## config.mk

```make
export PLATFORM = sky130hd
export DESIGN_NAME = multicycle_alu
export DESIGN_NICKNAME = d
export VERILOG_FILES = /design/src/rtl/alu_pkg.sv /design/src/rtl/mul_seq_unit.sv /design/src/rtl/multicycle_alu.sv
export SDC_FILE = /design/constraint.sdc
export NUM_CORES = 1
export LEC_CHECK = 0
export ABC_AREA = 1
export ABC_CLOCK_PERIOD_IN_PS = 3900
export CAP_MARGIN = 20
export CORE_MARGIN = 3
export CORE_UTILIZATION = 60
export DETAILED_ROUTE_END_ITERATION = 7
export PLACE_DENSITY = 0.86
export SLEW_MARGIN = 20
export SYNTH_ARGS = -nofsm -noshare
export SYNTH_HDL_FRONTEND = slang
export SYNTH_HIERARCHICAL = 1
export SYNTH_SLANG_ARGS = --single-unit
export TNS_END_PERCENT = 50
```

## constraint.sdc

```tcl
create_clock -name clk -period 3.9 [get_ports clk]
set_input_delay 0.78 -clock clk [delete_from_list [all_inputs] [get_ports clk]]
set_output_delay 0.78 -clock clk [all_outputs]
set_load 0.03 [all_outputs]
```

## src/rtl/alu_pkg.sv

```systemverilog
// Shared opcode and FSM state encodings for the multicycle ALU.
package alu_pkg;

    typedef enum logic [2:0] {
        OP_NEGA = 3'b000,
        OP_NEGB = 3'b001,
        OP_ADD  = 3'b010,
        OP_SUB  = 3'b011,
        OP_AND  = 3'b100,
        OP_OR   = 3'b101,
        OP_MUL  = 3'b110,
        OP_XOR  = 3'b111
    } op_e;

    typedef enum logic [1:0] {
        ST_IDLE = 2'b00,
        ST_MUL  = 2'b01,
        ST_DONE = 2'b10
    } state_e;

    // Opcodes 000-011 go through the shared adder and produce carry/overflow.
    function automatic logic is_arith(input op_e op_v);
        return (op_v[2] == 1'b0);
    endfunction

endpackage

```

## src/rtl/mul_seq_unit.sv

```systemverilog
// Unsigned shift-add multiplier: one iteration per cycle, WIDTH iterations per product.
// done_o marks the cycle whose closing edge commits the final iteration; product_o is that value.
module mul_seq_unit
    import alu_pkg::*;
#(
    parameter int WIDTH = 8
) (
    input  logic                 clk,
    input  logic                 rst,
    input  logic                 start_i,
    input  logic [WIDTH-1:0]     a_i,
    input  logic [WIDTH-1:0]     b_i,
    output logic                 done_o,
    output logic [2*WIDTH-1:0]   product_o
);

    localparam int CW = $clog2(WIDTH) + 1;

    logic                 busy_q, busy_d;
    logic [CW-1:0]        cnt_q, cnt_d;
    logic [WIDTH-1:0]     mcand_q, mcand_d;
    logic [2*WIDTH-1:0]   acc_q, acc_d;
    logic [WIDTH:0]       partial_s;
    logic [2*WIDTH-1:0]   step_s;
    logic                 last_s;

    // Upper half accumulates the partial sum; lower half shifts out multiplier bits.
    always_comb begin
        partial_s = {1'b0, acc_q[2*WIDTH-1:WIDTH]}
                  + (acc_q[0] ? {1'b0, mcand_q} : {(WIDTH+1){1'b0}});
        step_s    = {partial_s, acc_q[WIDTH-1:1]};
        last_s    = busy_q && (cnt_q == CW'(WIDTH - 1));
        busy_d    = busy_q;
        cnt_d     = cnt_q;
        mcand_d   = mcand_q;
        acc_d     = acc_q;
        if (start_i) begin
            busy_d  = 1'b1;
            cnt_d   = {CW{1'b0}};
            mcand_d = a_i;
            acc_d   = {{WIDTH{1'b0}}, b_i};
        end else if (busy_q) begin
            acc_d  = step_s;
            cnt_d  = cnt_q + CW'(1);
            busy_d = !last_s;
        end else begin
            busy_d = 1'b0;
        end
    end

    // Iteration state register.
    always_ff @(posedge clk) begin
        if (rst) begin
            busy_q  <= 1'b0;
            cnt_q   <= {CW{1'b0}};
            mcand_q <= {WIDTH{1'b0}};
            acc_q   <= {(2*WIDTH){1'b0}};
        end else begin
            busy_q  <= busy_d;
            cnt_q   <= cnt_d;
            mcand_q <= mcand_d;
            acc_q   <= acc_d;
        end
    end

    assign done_o    = last_s;
    assign product_o = step_s;

endmodule

```

## src/rtl/multicycle_alu.sv

```systemverilog
// Handshaked ALU: single-cycle adder/logic ops, WIDTH-cycle sequential multiply.
// Results and flags are registered and held in DONE until the consumer takes them.
module multicycle_alu
    import alu_pkg::*;
#(
    parameter int WIDTH = 8
) (
    input  logic               clk,
    input  logic               rst,
    input  logic               in_valid,
    output logic               in_ready,
    input  logic [2:0]         op,
    input  logic [WIDTH-1:0]   a,
    input  logic [WIDTH-1:0]   b,
    output logic               out_valid,
    input  logic               out_ready,
    output logic [WIDTH-1:0]   result,
    output logic [WIDTH-1:0]   result_hi,
    output logic               flag_c,
    output logic               flag_v,
    output logic               flag_z
);

    state_e               state_q, state_d;
    op_e                  op_s;
    logic                 in_ready_s, out_valid_s, accept_s, mul_start_s, mul_done_s;
    logic [WIDTH-1:0]     x_s, y_s, logic_s, alu_res_s;
    logic                 cin_s, alu_c_s, alu_v_s;
    logic [WIDTH:0]       sum_s;
    logic [2*WIDTH-1:0]   product_s;
    logic [WIDTH-1:0]     result_q, result_hi_q;
    logic                 flag_c_q, flag_v_q, flag_z_q;

    assign op_s        = op_e'(op);
    assign accept_s    = in_valid && in_ready_s;
    assign mul_start_s = accept_s && (op_s == OP_MUL);

    mul_seq_unit #(.WIDTH(WIDTH)) u_mul (
        .clk       (clk),
        .rst       (rst),
        .start_i   (mul_start_s),
        .a_i       (a),
        .b_i       (b),
        .done_o    (mul_done_s),
        .product_o (product_s)
    );

    // Adder operand selection: negation and subtraction reuse one carry-in adder.
    always_comb begin
        x_s     = {WIDTH{1'b0}};
        y_s     = {WIDTH{1'b0}};
        cin_s   = 1'b0;
        logic_s = {WIDTH{1'b0}};
        case (op_s)
            OP_NEGA: begin x_s = ~a;               cin_s = 1'b1; end
            OP_NEGB: begin y_s = ~b;               cin_s = 1'b1; end
            OP_ADD:  begin x_s = a;  y_s = b;      cin_s = 1'b0; end
            OP_SUB:  begin x_s = a;  y_s = ~b;     cin_s = 1'b1; end
            OP_AND:  logic_s = a & b;
            OP_OR:   logic_s = a | b;
            OP_XOR:  logic_s = a ^ b;
            default: logic_s = {WIDTH{1'b0}};
        endcase
        sum_s = {1'b0, x_s} + {1'b0, y_s} + {{WIDTH{1'b0}}, cin_s};
        if (is_arith(op_s)) begin
            alu_res_s = sum_s[WIDTH-1:0];
            alu_c_s   = sum_s[WIDTH];
            alu_v_s   = (x_s[WIDTH-1] == y_s[WIDTH-1]) && (sum_s[WIDTH-1] != x_s[WIDTH-1]);
        end else begin
            alu_res_s = logic_s;
            alu_c_s   = 1'b0;
            alu_v_s   = 1'b0;
        end
    end

    // FSM state register.
    always_ff @(posedge clk) begin
        if (rst) begin
            state_q <= ST_IDLE;
        end else begin
            state_q <= state_d;
        end
    end

    // FSM next-state logic.
    always_comb begin
        state_d = state_q;
        case (state_q)
            ST_IDLE: begin
                if (accept_s) begin
                    state_d = (op_s == OP_MUL) ? ST_MUL : ST_DONE;
                end else begin
                    state_d = ST_IDLE;
                end
            end
            ST_MUL: begin
                if (mul_done_s) begin
                    state_d = ST_DONE;
                end else begin
                    state_d = ST_MUL;
                end
            end
            ST_DONE: begin
                if (out_ready) begin
                    state_d = ST_IDLE;
                end else begin
                    state_d = ST_DONE;
                end
            end
            default: state_d = ST_IDLE;
        endcase
    end

    // FSM output decode.
    always_comb begin
        in_ready_s  = 1'b0;
        out_valid_s = 1'b0;
        case (state_q)
            ST_IDLE: in_ready_s  = 1'b1;
            ST_MUL:  in_ready_s  = 1'b0;
            ST_DONE: out_valid_s = 1'b1;
            default: begin
                in_ready_s  = 1'b0;
                out_valid_s = 1'b0;
            end
        endcase
    end

    // Result/flag registers: loaded at a non-MUL accept or on the last multiply iteration.
    always_ff @(posedge clk) begin
        if (rst) begin
            result_q    <= {WIDTH{1'b0}};
            result_hi_q <= {WIDTH{1'b0}};
            flag_c_q    <= 1'b0;
            flag_v_q    <= 1'b0;
            flag_z_q    <= 1'b0;
        end else if (accept_s && (op_s != OP_MUL)) begin
            result_q    <= alu_res_s;
            result_hi_q <= {WIDTH{1'b0}};
            flag_c_q    <= alu_c_s;
            flag_v_q    <= alu_v_s;
            flag_z_q    <= (alu_res_s == {WIDTH{1'b0}});
        end else if ((state_q == ST_MUL) && mul_done_s) begin
            result_q    <= product_s[WIDTH-1:0];
            result_hi_q <= product_s[2*WIDTH-1:WIDTH];
            flag_c_q    <= 1'b0;
            flag_v_q    <= (product_s[2*WIDTH-1:WIDTH] != {WIDTH{1'b0}});
            flag_z_q    <= (product_s[WIDTH-1:0] == {WIDTH{1'b0}});
        end else begin
            result_q    <= result_q;
            result_hi_q <= result_hi_q;
            flag_c_q    <= flag_c_q;
            flag_v_q    <= flag_v_q;
            flag_z_q    <= flag_z_q;
        end
    end

    assign in_ready  = in_ready_s;
    assign out_valid = out_valid_s;
    assign result    = result_q;
    assign result_hi = result_hi_q;
    assign flag_c    = flag_c_q;
    assign flag_v    = flag_v_q;
    assign flag_z    = flag_z_q;

endmodule
```

### Word-level counts from Yosys, hierarchy flattened

Index checks and enable logic that the tools add are counted.

| cells by class | value |
|---|---|
| $add $sub $neg | 4 |
| equality and inequality tests | 13 |
| muxes and demuxes | 27 |
| bitwise logic cells | 5 |
| reduce and logical (&&, ||, !) cells | 19 |

Operators by type and width:

| kind | count |
|---|---|
| $mux W8 | 6 |
| $pmux W8 S2 | 2 |
| $pmux W8 S3 | 1 |
| $add A8 B8 Y9 | 2 |
| $logic_not A8 Y1 | 2 |
| $not A8 Y8 | 2 |
| $mux W1 | 13 |
| $eq A3 B3 Y1 const B | 4 |
| $add A9 B1 Y9 | 1 |
| $and A8 B8 Y8 | 1 |
| $mux W2 | 4 |
| $or A8 B8 Y8 | 1 |
| $reduce_bool A8 Y1 | 1 |
| $reduce_or A2 Y1 | 4 |
| $xor A8 B8 Y8 | 1 |
| $eq A3 B2 Y1 const B | 2 |
| $logic_and A1 B1 Y1 | 6 |
| $pmux W2 S3 | 1 |
| $add A4 B1 Y4 const B | 1 |
| $eq A4 B3 Y1 const B | 1 |
| $reduce_bool A2 Y1 | 2 |
| $eq A3 B1 Y1 const B | 1 |
| $logic_not A3 Y1 | 1 |
| $ne A3 B3 Y1 const B | 1 |
| other kinds (7) | 7 |

| storage, ports and cells | value |
|---|---|
| bits in registers | 50 |
| input port bits | 23 |
| output and inout port bits | 21 |
| logic and storage cells | 79 |

### Longest topological paths before layout

| logic depth | value |
|---|---|
| depth after elaboration | 9 |
| depth in mapped cells | 21 |
| gate-level depth less buffers | 19 |

### Hierarchy

Netlist, hierarchy kept.

Modules (own cells, without submodules):

| module | times used | cells an instance | area each (um^2) | sequential area each (um^2) |
|---|---|---|---|---|
| multicycle_alu | 1 | 321 | 2070.7 | 420.4 |
| mul_seq_unit | 1 | 243 | 1706.6 | 580.6 |

### Worst setup path after synthesis

Ideal clock, no wire load.

| path | value |
|---|---|
| path kind | input -> register |
| start | input op[2] |
| end | register flag_z_q (netlist: flag_z) |
| library setup time | 0.070 ns |
| data arrival time | 2.841 ns |
| data required time | 3.830 ns |
| setup slack | 0.989 ns |
| stages | 21 |
| buffers on the path | 2 |
| path through | buf_6 inv_4 buf_8 nand2_4 o21ai_4 nand2_1 o21ai_0 fa_1 inv_1 fa_1 inv_1 nand2_1 nand2_1 nand3_1 nand2_1 nand2_1 nand3_1 nand2_1 inv_1 nand4_1 a21oi_1 |

| between the ends | value |
|---|---|
| cells in the longest elaborated chain, start to end | 8 |
| elaborated cells between the ends (all ways) | 22 |
| those cells by class | add/sub: 2; eq/ne: 7; mux: 6; reduce/logical: 7 |

RTL lines:

| item | RTL line | source |
|---|---|---|
| start: declaration | multicycle_alu.sv:12 | `input logic [2:0] op,` |
| $eq A3 B2 Y1 or $eq A3 B1 Y1 (tied branches) | multicycle_alu.sv:54 | `case (op_s)` |
| $reduce_or A2 Y1 (no line) | n/a |  |
| $pmux W8 S2 | multicycle_alu.sv:54 |  |
| $add A8 B8 Y9 | multicycle_alu.sv:64 | `sum_s = {1'b0, x_s} + {1'b0, y_s} + {{WIDTH{1'b0}}, cin_s};` |
| $add A9 B1 Y9 | multicycle_alu.sv:64 |  |
| $mux W8 | multicycle_alu.sv:65 | `if (is_arith(op_s)) begin` |
| $logic_not A8 Y1 | multicycle_alu.sv:142 | `flag_z_q <= (alu_res_s == {WIDTH{1'b0}});` |
| $mux W1 | multicycle_alu.sv:137 | `end else if (accept_s && (op_s != OP_MUL)) begin` |
| end signal: assignment | multicycle_alu.sv:142 |  |
| end signal: assignment | multicycle_alu.sv:148 | `flag_z_q <= (product_s[WIDTH-1:0] == {WIDTH{1'b0}});` |
| end signal: assignment | multicycle_alu.sv:154 | `flag_z_q <= flag_z_q;` |
| end: declaration | multicycle_alu.sv:32 | `logic flag_c_q, flag_v_q, flag_z_q;` |

Several ways; a longest one is shown, not always the timed one.
A chain may end at the register's enable or synchronous reset.

### Final worst setup path

| path | value |
|---|---|
| start | input op[0] |
| end | register flag_z_q (netlist: flag_z) |

The elaborated chain is that of the path after synthesis.

==> summary.txt <==
STA
  • Count of endpoints failing hold in the final timing report: 0
  • Portion of the clock cycle consumed by the worst path in the final layout: 90.6%
  • Setup repair after global routing missed its margin: false
  • Min Tclk post-route: 3.53 ns
  • Pins over their slew limit: 0
  • Sum Neg Setup Slack: 0 ns
  • Transition at the pin with the smallest max-transition slack: 0.608 ns
  • Worst clock skew: 0.00581 ns
  • Max_slew headroom: 59.4%
  • Final Setup Violations: 0
  • F_max: 0.283 GHz

Routing
  • Detail-routed net length per standard cell: 15.1 µm
  • Count of unresolved DRC violations after routing: 0
  • Final wirelength: 10200 µm
  • Antenna viol nets, final: 0
  • Number of vias in the routed layout: 3868
  • Initial detailed-routing violation count: 332
  • Average via count per standard cell: 5.76
  • First drt pass iteration count: 8

Flow run
  • Number of max-capacitance violations reported: 0

Synth
  • Leading register cell type out of synthesis: sky130_fd_sc_hd__dfxtp_1
  • Number of flops mapped to enable cells by yosys: 0
  • Cells after Synth: 564
  • Netlist area before placement: 3780 µm²
  • Fraction of registers with async set or reset after synthesis: 0%
  • Flops & latches, synth: 50
  • Net count after synthesis: 622
  • Number of distinct standard cells referenced by the synthesized netlist: 46
  • Avg Synthesized Cell Area: 6.70 µm²
  • Post-synthesis sequential area ratio: 26.5%
  • Number of warnings reported in the yosys synthesis log: 6

Pwr
  • Switch Pwr: 0.000389 W
  • Standby leakage power: 2.16 nW
  • Internal power consumption: 0.000838 W
  • Fraction of power spent switching nets: 31.7%
  • Share of total power in combinational logic: 25.0%
  • P per Cell Area: 287 nW/µm²
  • Relative contribution of the clock network to total power: 30.1%
  • Maximum resistive drop on vdd: 0.247 mV
  • Proportion of power drawn by flip-flops and latches: 44.8%

Clock network
  • Quantity of gates resized following cts: 0
  • Num CTS Buffers: 5
  • Maximum level of the CTS H-tree: 2
  • Clock Latency Late Sink: 0.30 ns
  • Number of hold buffers added after cts: 0
  • Post-CTS setup buffer count: 0
  • Clock transition time at the flip-flop clock pins of the worst setup and hold paths: 0.10 ns
  • CTS Root Cell: sky130_fd_sc_hd__clkbuf_8
  • Buffer depth of the longest clock path: 2
  • Clk sink count: 50
  • Clock tree from TritonCTS: built

Setup path
  • Endpoint kind of the worst setup timing path: register
  • Biggest fanout along the worst timing path: 10
  • Critical setup path kind: input pin to register
  • CP Data Arrival Time: 3.77 ns
  • Worst Setup Start Kind: input pin
  • Endpoint required time on the critical path: 4.14 ns

Finish
  • Post-layout net count: 654
  • Leading cell types in the layout, fill and taps excluded: 132 x sky130_fd_sc_hd__nand2_1, 89 x sky130_fd_sc_hd__inv_1, 51 x sky130_fd_sc_hd__nor2_1, 50 x sky130_fd_sc_hd__dfxtp_1, 43 x sky130_fd_sc_hd__clkdlybuf4s50_1
  • Most frequent standard cell in the layout excluding fill and tap cells: sky130_fd_sc_hd__nand2_1
  • Area added between synthesis and finish: 13.2%
  • Design area: 4280 µm²
  • Fill cells: 500
  • Proportion of layout cells with a drive suffix above 1: 7.71%
  • Diodes inserted: 0

Floorplan
  • Effective utilization at floorplan: 62.7%
  • Width of the die: 85.3 µm
  • Die height: 85.3 µm
  • Row cnt: 28
  • Floorplan die area: 7280 µm²
  • Core box area: 6030 µm²
  • I/O pin cnt: 44

Worst hold path
  • Classification of the worst-slack hold path: register to register

Placed design
  • Weighted congestion at the end of routability-driven global placement: 1.06
  • Cell area after placement: 4170 µm²
  • # port buffers: 43
  • HPWL after DPL: 7990 µm

GRT
  • Global routing usage summed across all routing layers: 28.6%
  • Global-route wire length before repair: 16900 µm
  • GR Overflow Total: 0
  • Largest net degree at the start of global routing: 21
  • Vias in the first global route: 3678
  • Initial antenna violation count: 0

Run status
  • Status: completed
## Yosys cell counts (all sizes together) (4+ instances only)
cell / instances / area share [%]
nor2: 55 / 5.9
a21oi: 33 / 4.8
ha: 32 / 11
dfxtp: 50 / 26
buf: 21 / 4.4
a31oi: 5 / 0.83
nand4: 6 / 0.99
inv: 97 / 9.8
nand3: 38 / 5.7
nand2: 140 / 15
o21ai: 46 / 6.6
nor4: 4 / 0.66
o211ai: 9 / 1.8
## power by group through the flow
stage	clock network [W]	registers [W]	logic, W
detailed placement	0	0.000562	0.000300
global route	0.000389	0.000553	0.000338
floorplan	0	0.000573	0.000190
finish	0.000370	0.000550	0.000307
CTS	0.000370	0.000550	0.000302
global placement	0	0.000561	0.000288
## critical path, cell delays in order
cell and delay [ns]:
sky130_fd_sc_hd__clkdlybuf4s50_1 0.66, sky130_fd_sc_hd__inv_2 0.19, sky130_fd_sc_hd__nand3_2 0.19, sky130_fd_sc_hd__o21ai_4 0.18, sky130_fd_sc_hd__nand2_1 0.08, sky130_fd_sc_hd__o21ai_0 0.12
sky130_fd_sc_hd__fa_1 0.25, sky130_fd_sc_hd__inv_1 0.06, sky130_fd_sc_hd__fa_1 0.35, sky130_fd_sc_hd__inv_1 0.10, sky130_fd_sc_hd__nand2_1 0.08, sky130_fd_sc_hd__nand2_1 0.08
sky130_fd_sc_hd__nand3_1 0.09, sky130_fd_sc_hd__nand2_1 0.07, sky130_fd_sc_hd__nand2_1 0.06, sky130_fd_sc_hd__nand3_1 0.07, sky130_fd_sc_hd__nand2_1 0.07, sky130_fd_sc_hd__inv_1 0.06
sky130_fd_sc_hd__nand4_1 0.08, sky130_fd_sc_hd__a21oi_1 0.13
## through the flow
| step | utilization, % | instances | setup slack (ns) | power, W | hold slack (ns) |
|---|---|---|---|---|---|
| detailed placement | 69.1 | 664 | 0.121 | 0.000862 | 0.459 |
| CTS | 71.0 | 672 | 0.415 | 0.00122 | 0.470 |
| finish | 71.0 | 672 | 0.366 | 0.00123 | 0.470 |
| floorplan | - | 564 | 0.989 | 0.000763 | 0.445 |
| global route | 71.0 | 672 | 0.0834 | 0.00128 | 0.489 |
| global placement | 69.1 | 664 | 0.270 | 0.000849 | 0.452 |
## sequential cells by signal (all words and copies together), names as in the netlist
register	flops
u_mul/mcand_q	8
u_mul/acc_q	16
u_mul/busy_q	1
flag_z	1
state_q	2
flag_c	1
result_hi	8
u_mul/cnt_q	4
flag_v	1
result	8
## area by class of cell
type / instances / area (µm²) / share of cell area, %
multi-input cells: 394 / 2230 / 52.2
clock inverters: 2 / 37.5 / 0.878
inverters: 97 / 369 / 8.63
clock buffers: 6 / 72.6 / 1.70
repair buffers: 48 / 468 / 10.9
flip-flops and latches: 50 / 1000 / 23.4
well taps: 75 / 93.8 / 2.19
## path summary, 6_finish.rpt
check,cells past startpoint,start,to,slack (ns)
worst min register to register,2,result_hi[2]$_SDFFE_PP0P_,result_hi[2]$_SDFFE_PP0P_,0.47
worst min-delay path,2,result_hi[2]$_SDFFE_PP0P_,result_hi[2]$_SDFFE_PP0P_,0.47
worst max-delay path,20,op[0],flag_z$_SDFFE_PP0P_,0.37
worst max register to register,14,u_mul/acc_q[0]$_SDFFE_PP0P_,flag_v$_SDFFE_PP0P_,1.29
## routing by layer
layer | GRT usage, % | vias to the layer above | part of all wire, %
li1 | - | 1881 | -
met1 | 36.3 | 1783 | 42
met2 | 47.7 | 177 | 48
met3 | 6.41 | 27 | 7.8
met4 | 10.2 | 0 | 2.1
met5 | 0 | - | 0
## logic make-up after synthesis
kind of cell	count (synthesis)	share of synthesized area, %
and+or+nand+nor	252	29.5
DFF	50	26.5
buffers and inverters	120	14.4
AOI/OAI and AO/OA	104	16.5
adders and majority gates	35	12.2
xor gates and xnor gates	3	0.895
Power figures use the tool's default switching activity.
==> edit (config.mk and constraints unchanged) <==
`WIDTH` is set to 8 in 2 places; all go to 16.
--- a/src/rtl/mul_seq_unit.sv
+++ b/src/rtl/mul_seq_unit.sv
@@ -3,7 +3,7 @@
 module mul_seq_unit
     import alu_pkg::*;
 #(
-    parameter int WIDTH = 8
+    parameter int WIDTH = 16
 ) (
     input  logic                 clk,
     input  logic                 rst,
--- a/src/rtl/multicycle_alu.sv
+++ b/src/rtl/multicycle_alu.sv
@@ -3,7 +3,7 @@
 module multicycle_alu
     import alu_pkg::*;
 #(
-    parameter int WIDTH = 8
+    parameter int WIDTH = 16
 ) (
     input  logic               clk,
     input  logic               rst,
Interface: changed (resized a, b, result and result_hi); port bits go from 44 to 76. The function was not compared with the original's and may differ.
==> edit against the unedited design <==
  * Clock power rose to 2.6 times the old value
  * Sequential share of layout area fell by 1.5 points
  * Power rose by 110%
  * Routed wire length rose by 100%
  * Setup slack got worse by 0.017 ns
  * Via count rose by 97%
  * Final cell count rose by 100%
  * Worst hold slack got worse by 0.0089 ns
  * Synthesized area rose by 91%
  * Sequential cell count rose by 41
  * Clock skew rose by 0.0027 ns
  * Cell area rose by 94%
  * Largest cell class unchanged
==> edit: results (changes against the unedited design) <==
[status]
status=completed  ; unchanged

[clock_network]
cts-root-buf=clkbuf_16  ; was clkbuf_8
worstSkewPairLatency_ns=0.34  ; was 0.30 ns
numCtsBuffers=9  ; was 5
clockBufferDepth=2  ; unchanged
clk_pin_slew_ns=0.07  ; was 0.10 ns
post_cts.repair.setup_buffers=0  ; unchanged
htreeDepth=3  ; was 2

[grt]
grt_use_total_pct=31.2  ; was 28.6%
grt_pass1_wl_um=33600  ; was 16,900 um
grt_pass1_vias=6751  ; was 3,678
grt_max_degree=34  ; was 21
use_met3_pct=5.27  ; was 6.41%
met1_usage_pct=46.0  ; was 36.3%
met2_usage_pct=47.9  ; was 47.7%

[timing]
fin_worst_skew_ns=0.00846  ; was 0.00581 ns
max_slew_margin_pct=27.6  ; was 59.4%

[worst_setup_path]
reg2reg_slack_ns=0.87  ; was 1.29 ns
cp_top_family=simple AND/OR/NAND/NOR gates  ; was buffers and inverters
critical_path.max_stage_delay_ns=0.53  ; was 0.66 ns
crit_fanout=15  ; was 10
cp_data_arrival_time_ns=3.83  ; was 3.77 ns

[final_layout]
drive_gt1_share_pct=5.86  ; was 7.71%
finalNetCount=1314  ; was 654
diodes=0  ; unchanged
top_register=u_mul/acc_q  ; unchanged
syn_to_final_growth_pct=15.1  ; was 13.2%
largest_reg_flops=32  ; was 16

[placement]
gp_congestion=0.960  ; was 1.06
dp_hpwl_um=15600  ; was 7990 um
port_buffers=75  ; was 43

[pwr]
netSwitchingFraction_pct=30.6  ; was 31.7%
p_leak_nw=4.28  ; was 2.16 nW
internal_power_mw=1.75  ; was 838 uW
p_seq_mw=1.00  ; was 550 uW
clock_power_share_pct=37.8  ; was 30.1%
vdd_drop_max_v=0.000226  ; was 0.000247 V

[synth]
seq_area_frac_synth_pct=25.2  ; was 26.5%
synthMuxAreaShare_pct=0  ; unchanged
synth_common_cells=298 x nand2_1, 189 x inv_1, 124 x nor2_1  ; was 132 x nand2_1, 89 x inv_1, 51 x nor2_1
yosys_warnings=6  ; unchanged
synth_fa_ha_area_share_pct=12.1  ; was 12.2%
synthArstFlopShare_pct=0  ; unchanged
synth_xor_xnor_area_share_pct=0.954  ; was 0.894%
synth_area_leaders=dfxtp_1 25%, nand2_1 15%, ha_1 11%  ; was dfxtp_1 26%, nand2_1 13%, ha_1 11%
ys_types=43  ; was 46
synth_compound_area_share_pct=15.3  ; was 16.5%

[detailed_routing]
wl_met2_um=9010  ; was 4900 um
vias=7619  ; was 3,868
dr.pass1.iters=6  ; was 8
drt-met1-wl_um=9220  ; was 4250 um
first_iter_violations=922  ; was 332
route.met3.wl_um=2120  ; was 797 um
dr.max_layer_used=met4  ; unchanged
wl_um=20800  ; was 10,200 um

[floorplan]
die_x_um=116  ; was 85.3 um

[worst_hold_path]
hp-class=flip-flop to flip-flop  ; unchanged

edit: changes by cell type in the layout (fill, tap and decap cells not counted), moves of 26 or more:
cell / change
inv_1: +100
nand2_1: +166
dfxtp_1: +41
nor2_1: +73
nand3_1: +35
ha_1: +33
a21oi_1: +26
clkdlybuf4s50_1: +32
o21ai_0: +48
edit: cells by family (layout without fill, tap and decap cells):
| logic type | count (synthesis) | in the layout |
|---|---|---|
| flops | 91 | 91 |
| xor+xnor | 7 | 7 |
| fa+ha+maj | 68 | 68 |
| simple gates | 544 | 544 |
| compound gates | 192 | 192 |
| buf+inv | 252 | 310 |
edit: cell type report:
type	instances	area (um^2)
Timing Repair Buffer	96	908
Multi-Input combinational cell	811	4330
Sequential cell	91	1820
Clock inverter	6	96.3
Clock buffer	10	229
Inverter	198	743
Fill cell	986	3260
Tap cell	143	179
edit: path summary, 6_finish.rpt:
check	to	startpoint	depth (start not counted)
worst min register to register	result_hi[5]$_SDFFE_PP0P_	result_hi[5]$_SDFFE_PP0P_	2
worst max register to register	flag_v$_SDFFE_PP0P_	u_mul/acc_q[0]$_SDFFE_PP0P_	16
worst min-delay path	result_hi[5]$_SDFFE_PP0P_	result_hi[5]$_SDFFE_PP0P_	2
worst max-delay path	flag_z$_SDFFE_PP0P_	op[2]	19
edit: stage by stage:
step                      cells  util, %  hold WS (ns)  instance area, um^2  worst slack, ns
after floorplan            1154        -         0.442                 7220            0.703
after global placement     1338     68.9         0.450                 7970           0.0896
after detailed placement   1338     68.9         0.455                 7970           0.0816
after CTS                  1354     71.7         0.465                 8300            0.411
after global routing       1355     71.8         0.485                 8300           0.0646
final                      1355     71.8         0.461                 8300            0.349
